`src/rtl/bin2bcd_seq.sv`:
```
// bin2bcd_seq: sequential binary-to-BCD converter using shift-and-add-3 (double dabble).
// One conversion takes BIN_WIDTH shift steps plus one result-load step; the result is held
// stable until the next conversion completes.
// Optional leading-zero blanking mask is enabled by defining BIN2BCD_BLANK_EN; otherwise
// blank_o is tied to zero.
module bin2bcd_seq #(
    parameter int unsigned BIN_WIDTH = 8,
    parameter int unsigned DIGITS    = 3
) (
    input  logic                 clk_i,
    input  logic                 rst_n_i,
    input  logic                 start_i,
    input  logic [BIN_WIDTH-1:0] bin_i,
    output logic                 busy_o,
    output logic                 done_o,
    output logic [4*DIGITS-1:0]  bcd_o,
    output logic                 ovf_o,
    output logic [DIGITS-1:0]    blank_o
);

    localparam int unsigned BcdW = 4 * DIGITS;
    localparam int unsigned ScrW = BcdW + BIN_WIDTH;
    localparam int unsigned CntW = $clog2(BIN_WIDTH + 1);
    // Counter value during the final shift step.
    localparam logic [CntW-1:0] LastCnt = CntW'(BIN_WIDTH - 1);

    typedef enum logic [1:0] {StIdle, StShift, StDone} state_e;

    state_e          state_q, state_d;
    // Scratch register: BCD field in the upper bits, binary field in the lower bits.
    logic [ScrW-1:0] scr_q;
    logic [ScrW-1:0] scr_adj;
    logic [CntW-1:0] cnt_q;
    logic            sticky_q;
    logic [BcdW-1:0] bcd_q;
    logic            ovf_q;
    logic            done_q;
    logic [BcdW-1:0] bcd_field;

    assign bcd_field = scr_q[ScrW-1 -: BcdW];

    // State register.
    always_ff @(posedge clk_i or negedge rst_n_i) begin
        if (!rst_n_i) begin
            state_q <= StIdle;
        end else begin
            state_q <= state_d;
        end
    end

    // Next-state logic: IDLE -> SHIFT on start, SHIFT for BIN_WIDTH steps, DONE for one edge.
    always_comb begin
        state_d = state_q;
        case (state_q)
            StIdle: begin
                if (start_i) begin
                    state_d = StShift;
                end
            end
            StShift: begin
                if (cnt_q == LastCnt) begin
                    state_d = StDone;
                end
            end
            StDone:  state_d = StIdle;
            default: state_d = StIdle;
        endcase
    end

    // Add-3 correction: every BCD nibble >= 5 is bumped before the shift.
    always_comb begin
        scr_adj = scr_q;
        for (int i = 0; i < int'(DIGITS); i++) begin
            if (scr_q[BIN_WIDTH + 4*i +: 4] >= 4'd5) begin
                scr_adj[BIN_WIDTH + 4*i +: 4] = scr_q[BIN_WIDTH + 4*i +: 4] + 4'd3;
            end
        end
    end

    // Conversion datapath: load on accepted start, shift-and-accumulate overflow in SHIFT.
    always_ff @(posedge clk_i or negedge rst_n_i) begin
        if (!rst_n_i) begin
            scr_q    <= '0;
            cnt_q    <= '0;
            sticky_q <= 1'b0;
        end else begin
            case (state_q)
                StIdle: begin
                    if (start_i) begin
                        scr_q    <= {{BcdW{1'b0}}, bin_i};
                        cnt_q    <= '0;
                        sticky_q <= 1'b0;
                    end
                end
                StShift: begin
                    scr_q    <= {scr_adj[ScrW-2:0], 1'b0};
                    // A carry out of the top digit means the value exceeds 10^DIGITS-1.
                    sticky_q <= sticky_q | scr_adj[ScrW-1];
                    cnt_q    <= cnt_q + CntW'(1);
                end
                default: ;
            endcase
        end
    end

    // Result registers: updated only on the DONE edge; done pulses for exactly one cycle.
    always_ff @(posedge clk_i or negedge rst_n_i) begin
        if (!rst_n_i) begin
            bcd_q  <= '0;
            ovf_q  <= 1'b0;
            done_q <= 1'b0;
        end else begin
            done_q <= (state_q == StDone);
            if (state_q == StDone) begin
                bcd_q <= bcd_field;
                ovf_q <= sticky_q;
            end
        end
    end

`ifdef BIN2BCD_BLANK_EN
    // Reset result is all zeros, so every digit but the units digit is blanked.
    localparam logic [DIGITS-1:0] BlankRst = ~DIGITS'(1);

    logic [DIGITS-1:0] blank_q;
    logic [DIGITS-1:0] blank_d;
    logic              upper_zero;

    // Leading-zero mask: digit i blanks when it and every higher digit are zero (i >= 1).
    always_comb begin
        blank_d    = '0;
        upper_zero = 1'b1;
        for (int i = int'(DIGITS) - 1; i >= 1; i--) begin
            upper_zero = upper_zero & (bcd_field[4*i +: 4] == 4'd0);
            blank_d[i] = upper_zero;
        end
    end

    // Blank mask register, loaded together with the BCD result.
    always_ff @(posedge clk_i or negedge rst_n_i) begin
        if (!rst_n_i) begin
            blank_q <= BlankRst;
        end else if (state_q == StDone) begin
            blank_q <= blank_d;
        end
    end
`endif

    // Output logic: busy covers SHIFT and DONE; results come straight from registers.
    always_comb begin
        busy_o = (state_q != StIdle);
        done_o = done_q;
        bcd_o  = bcd_q;
        ovf_o  = ovf_q;
`ifdef BIN2BCD_BLANK_EN
        blank_o = blank_q;
`else
        blank_o = '0;
`endif
    end

endmodule

```
`config.mk`:
```
export PLATFORM = sky130hd
export DESIGN_NAME = bin2bcd_seq
export DESIGN_NICKNAME = d
export VERILOG_FILES = /design/src/rtl/bin2bcd_seq.sv
export SDC_FILE = /design/constraint.sdc
export NUM_CORES = 1
export LEC_CHECK = 0
export CORE_MARGIN = 10
export CORE_UTILIZATION = 53
export DETAILED_ROUTE_END_ITERATION = 16
export GPL_TIMING_DRIVEN = 0
export PLACE_DENSITY = 0.8
export RECOVER_POWER = 50
export SYNTH_ARGS = -nofsm -noshare
export SYNTH_HDL_FRONTEND = slang
export SYNTH_SLANG_ARGS = --single-unit
```
`constraint.sdc`:
```
create_clock -name clk_i -period 1.4 [get_ports clk_i]
set_input_delay 0.28 -clock clk_i [delete_from_list [all_inputs] [get_ports clk_i]]
set_output_delay 0.28 -clock clk_i [all_outputs]
set_load 0.01 [all_outputs]
```
# After elaboration in Yosys (flattened, before gate mapping)

Index checks and enable logic that the tools add are counted.

Add/sub/neg operators: 4
Order comparisons: 3
Eq/ne operators: 5
Mux-type cells: 12
Bitwise gates (word level): 1
Reductions and logical operators: 5

Operator list:

| kind                  | count |
|---|---|
| $pmux W20 S2          | 1 |
| $mux W20              | 1 |
| $mux W4               | 4 |
| $add A4 B2 Y4 const B | 3 |
| $ge A4 B3 Y1 const B  | 3 |
| $pmux W4 S2           | 1 |
| $add A4 B1 Y4 const B | 1 |
| $eq A4 B3 Y1 const B  | 1 |
| $mux W2               | 2 |
| $ne A2 B2 Y1 const B  | 2 |
| $pmux W2 S2           | 1 |
| $reduce_and A2 Y1     | 2 |
| $reduce_bool A2 Y1    | 2 |
| $eq A2 B1 Y1 const B  | 1 |
| $eq A2 B2 Y1 const B  | 1 |
| $logic_not A2 Y1      | 1 |
| $pmux W1 S2           | 1 |
| $mux W1               | 1 |
| $or A1 B1 Y1          | 1 |

Register bits: 41
Output and inout bits: 18

# Logic depth before layout (Yosys ltp)

Word-level depth: 4
Depth in mapped cells: 5

# Worst setup path before layout

OpenSTA, ideal clock, no wires.

Kind: flip-flop to output port
Start point: reg state_q[0]
End point: out busy_o
Arrival time: 1.022 ns
Required time: 1.120 ns
Path slack: 0.098 ns
Stages on the path, launching flop included: 4
Cell sequence: dfrtp_1 -> buf_2 -> buf_2 -> or2_2

Word-level cells in the longest chain between the ends: 1

Ends and longest elaborated chain:

| item                     | RTL line | text |
|---|---|---|
| start: declaration       | 29       | `state_e state_q, state_d;` |
| start signal: assignment | 45       | `state_q <= StIdle;` |
| start signal: assignment | 47       | `state_q <= state_d;` |
| $reduce_bool A2 Y1       | 151      | `busy_o = (state_q != StIdle);` |
| end: declaration         | 14       | `output logic busy_o,` |

Every way passes these cells.

# Final worst setup path

Start point: reg state_q[1]
End point: out busy_o

The elaborated chain is that of the path after synthesis.

==> key figures <==
Detailed routing
  • Drt total wl: 4720 um
  • Max layer used: met4
  • Antenna viol nets, final: 0
  • DRC Markers: 0
  • WL met1: 2020 um
  • DRT iter0 DRCs: 136
  • Met3 routed wirelength: 215 um
  • Drt pass-1 iters: 4
  • Met2 WL: 2400 um
  • Via-to-Cell Ratio: 5.52
  • Routed wire length per instance: 16.2 um
  • Vias: 1612

Worst setup path
  • CP max FO: 2
  • Crit path cell chain: buf_8 -> or2_4 -> buf_6
  • Worst EP arrival: 1.17 ns
  • R2r setup slk: 0.04 ns
  • Crit start category: flop
  • R2R depth: 5
  • CP required: 1.12 ns
  • Setup Crit Path Kind: reg2out
  • Crit end category: primary output
  • Largest stage delay on the critical path: 0.43 ns
  • Slowest CP cell: dfrtp_2

Cells and area
  • Non-Filler Instances: 292
  • Antenna diodes: 0
  • Fillers: 279
  • Share of layout cells above drive strength 1: 26.2%
  • Most frequent cells in the layout: dfrtp_1, nand2_1, o21ai_0
  • Final #Nets: 262
  • Commonest non-fill, non-tap cell in the layout: dfrtp_1
  • Layout area overhead: 32.9%

Job
  • Maxcap violations: 0

Logic synthesis
  • Sequential area share after synthesis: 51.6%
  • Post-Syn Area: approximately 2000 um^2
  • Synthesized flop and latch total: 41
  • Mapped Cells: slightly below 200
  • Synth Area per Inst: 10.0 um^2
  • YS warnings: 0
  • Netlist cell types: 34

Clocking
  • Clock tree buffer depth: 2
  • Inserted Clock Buffers: 5
  • Root Buffer: clkbuf_8
  • CTS tree: yes
  • H-Tree Depth: 2
  • Clock latency at the later pin of the worst-skew pair: 0.29 ns
  • Clock Sinks: 41
  • Reg clk slew, reported paths: roughly 0.070 ns
  • Post-CTS Hold Fix Bufs: 0

STA
  • Fin Hold WS: 0.151 ns
  • Final setup margin: -0.0524 ns
  • Hold violation total from the final report: 0
  • Fin crit share: 104%
  • Worst slew pin tran: ~1.0 ns
  • Final setup TNS: -0.0524 ns
  • Achievable frequency: 0.689 GHz
  • Final setup vio count: 1
  • Fin. max-slew vios: 0
  • Clock period minus final worst setup slack: 1.45 ns
  • Headroom to the max-slew limit: 32.7%
  • RSZ-0062 raised after global routing: true
  • Clock skew: 0.00325 ns

Place
  • Port Buffers: 25
  • HPWL after DPL: 2940 um
  • Placer congestion estimate: 0.855
  • Dpl cells: 273

Die
  • Die Wd: just over 80 um
  • Die height: 81.2 um
  • Initial Util: 54.7%
  • Row cnt: 22
  • Core Footprint: roughly 3600 um^2
  • Die Area: 6600 um^2
  • I/O pin cnt: 29

GRT
  • Pin count of the biggest net entering global routing: 42
  • Vias in the first global route: about 1600
  • First-pass GRT wire length: roughly 7500 um
  • GRT Total Usage: 14.3%
  • Grt ovf: 0
  • Initial antenna violation count: 0

Status
  • Failing checks: negative setup slack
  • Outcome: finished with violations

Pwr
  • Leakage: ~1.3 nW
  • VDD IR max: approximately 1.2 mV
  • P per Cell Area: 2150 nW/um^2

Worst hold path
  • HP Class: in2async
[path summary, 6_finish.rpt]
check,startpoint,endpoint
worst max register to register,scr_q[16],scr_q[17]
worst min register to register,bcd_o[1],bcd_o[1]
max in group asynchronous,rst_n_i,state_q[1]
min in group clk_i,bcd_o[1],bcd_o[1]
worst max-delay path,state_q[1],busy_o
worst min-delay path,rst_n_i,scr_q[2]
[synthesized netlist by cell type]
master | n | area [um^2]
a21oi_1 | 8 | 40.0
nor3b_1 | 1 | 7.51
o21bai_1 | 1 | 7.51
o31ai_1 | 4 | 30.0
nand2_1 | 30 | 113
nor3_1 | 1 | 5.00
and2b_4 | 1 | 10.0
clkbuf_1 | 1 | 3.75
a2bb2oi_1 | 1 | 8.76
o21ba_2 | 1 | 10.0
nand3_1 | 1 | 5.00
o21ai_0 | 27 | 135
o2111ai_1 | 6 | 52.6
o21ai_1 | 1 | 5.00
xnor2_1 | 3 | 26.3
ha_1 | 7 | 87.6
nor2_1 | 2 | 7.51
inv_1 | 15 | 56.3
o32ai_1 | 2 | 17.5
conb_1 | 1 | 3.75
mux2_2 | 2 | 22.5
clkbuf_2 | 1 | 5.00
o311ai_1 | 3 | 26.3
nand2b_1 | 3 | 18.8
dfrtp_1 | 41 | 1030
o221ai_1 | 3 | 26.3
and3b_1 | 7 | 61.3
a22o_1 | 2 | 17.5
or2_2 | 1 | 6.26
buf_4 | 6 | 45.0
buf_2 | 6 | 30.0
o21a_1 | 3 | 22.5
a32o_1 | 3 | 30.0
nor2b_1 | 3 | 18.8
[sequential cells by signal (all words and copies together), names as in the netlist]
name	count
bcd_o	12
done_o	1
ovf_o	1
scr_q	20
state_q	2
sticky_q	1
cnt_q	4
[kinds of logic (layout without fill, tap and decap cells)]
family          after synthesis  in the layout  synth area share [%]
compound gates               65             65                  21.6
simple gates                 50             50                  12.7
flops                        41             41                  51.6
buf+inv                      29             73                  7.05
fa+ha+maj                     7              7                  4.41
xor+xnor                      3              3                  1.32
mux                           2              2                  1.13
other cells                   1              3                 0.189
[routing by layer]
metal | vias to the layer above | track usage, %
met3 | 8 | 4.42
met5 | - | 0
met4 | 0 | 5.02
met2 | 34 | 24.2
li1 | 790 | -
met1 | 780 | 16.9
[area by class of cell]
class                           instances  area [um^2]  area share (%)
Tap cell                               48         60.1            2.27
Buffer                                 13          119            4.50
Clock buffer                            7         86.3            3.27
Inverter                               15         56.3            2.13
Multi-Input combinational cell        130          963            36.5
Timing Repair Buffer                   38          329            12.5
Sequential cell                        41         1030            38.9
[critical path: cells and delay by family (launching register included)]
| family | cells | cell delay, ns |
|---|---|---|
| buffers and inverters | 2 | 0.24 |
| and+or+nand+nor | 1 | 0.22 |
| DFF | 1 | 0.43 |
[where the power goes]
part	internal, mW	leakage, nW	switching, mW	total [mW]
registers	1.63	0.536	0.294	1.92
logic	1.47	0.694	1.52	2.99
clock network	0.391	0.0443	0.380	0.771
total	3.50	1.27	2.19	5.69
[metrics by stage]
stage	power [mW]	setup WS [ns]	instance area [um^2]	utilization [%]
finish	5.69	-0.0524	2640	72.7
global route	6.10	-0.0804	2640	72.7
CTS	5.14	-0.0456	2480	68.3
detailed placement	4.19	-0.458	2300	63.3
global placement	4.13	-0.971	2310	63.5
floorplan	3.47	0.0985	2000	-
[repair_timing]
item	CTS	global route
pin swaps	3	7
endpoints found under the hold margin	0	0
setup endpoints to repair	30	26
resized for setup	34	44
setup buffers	9	4
No activity file was read; power rests on OpenSTA's default activity.
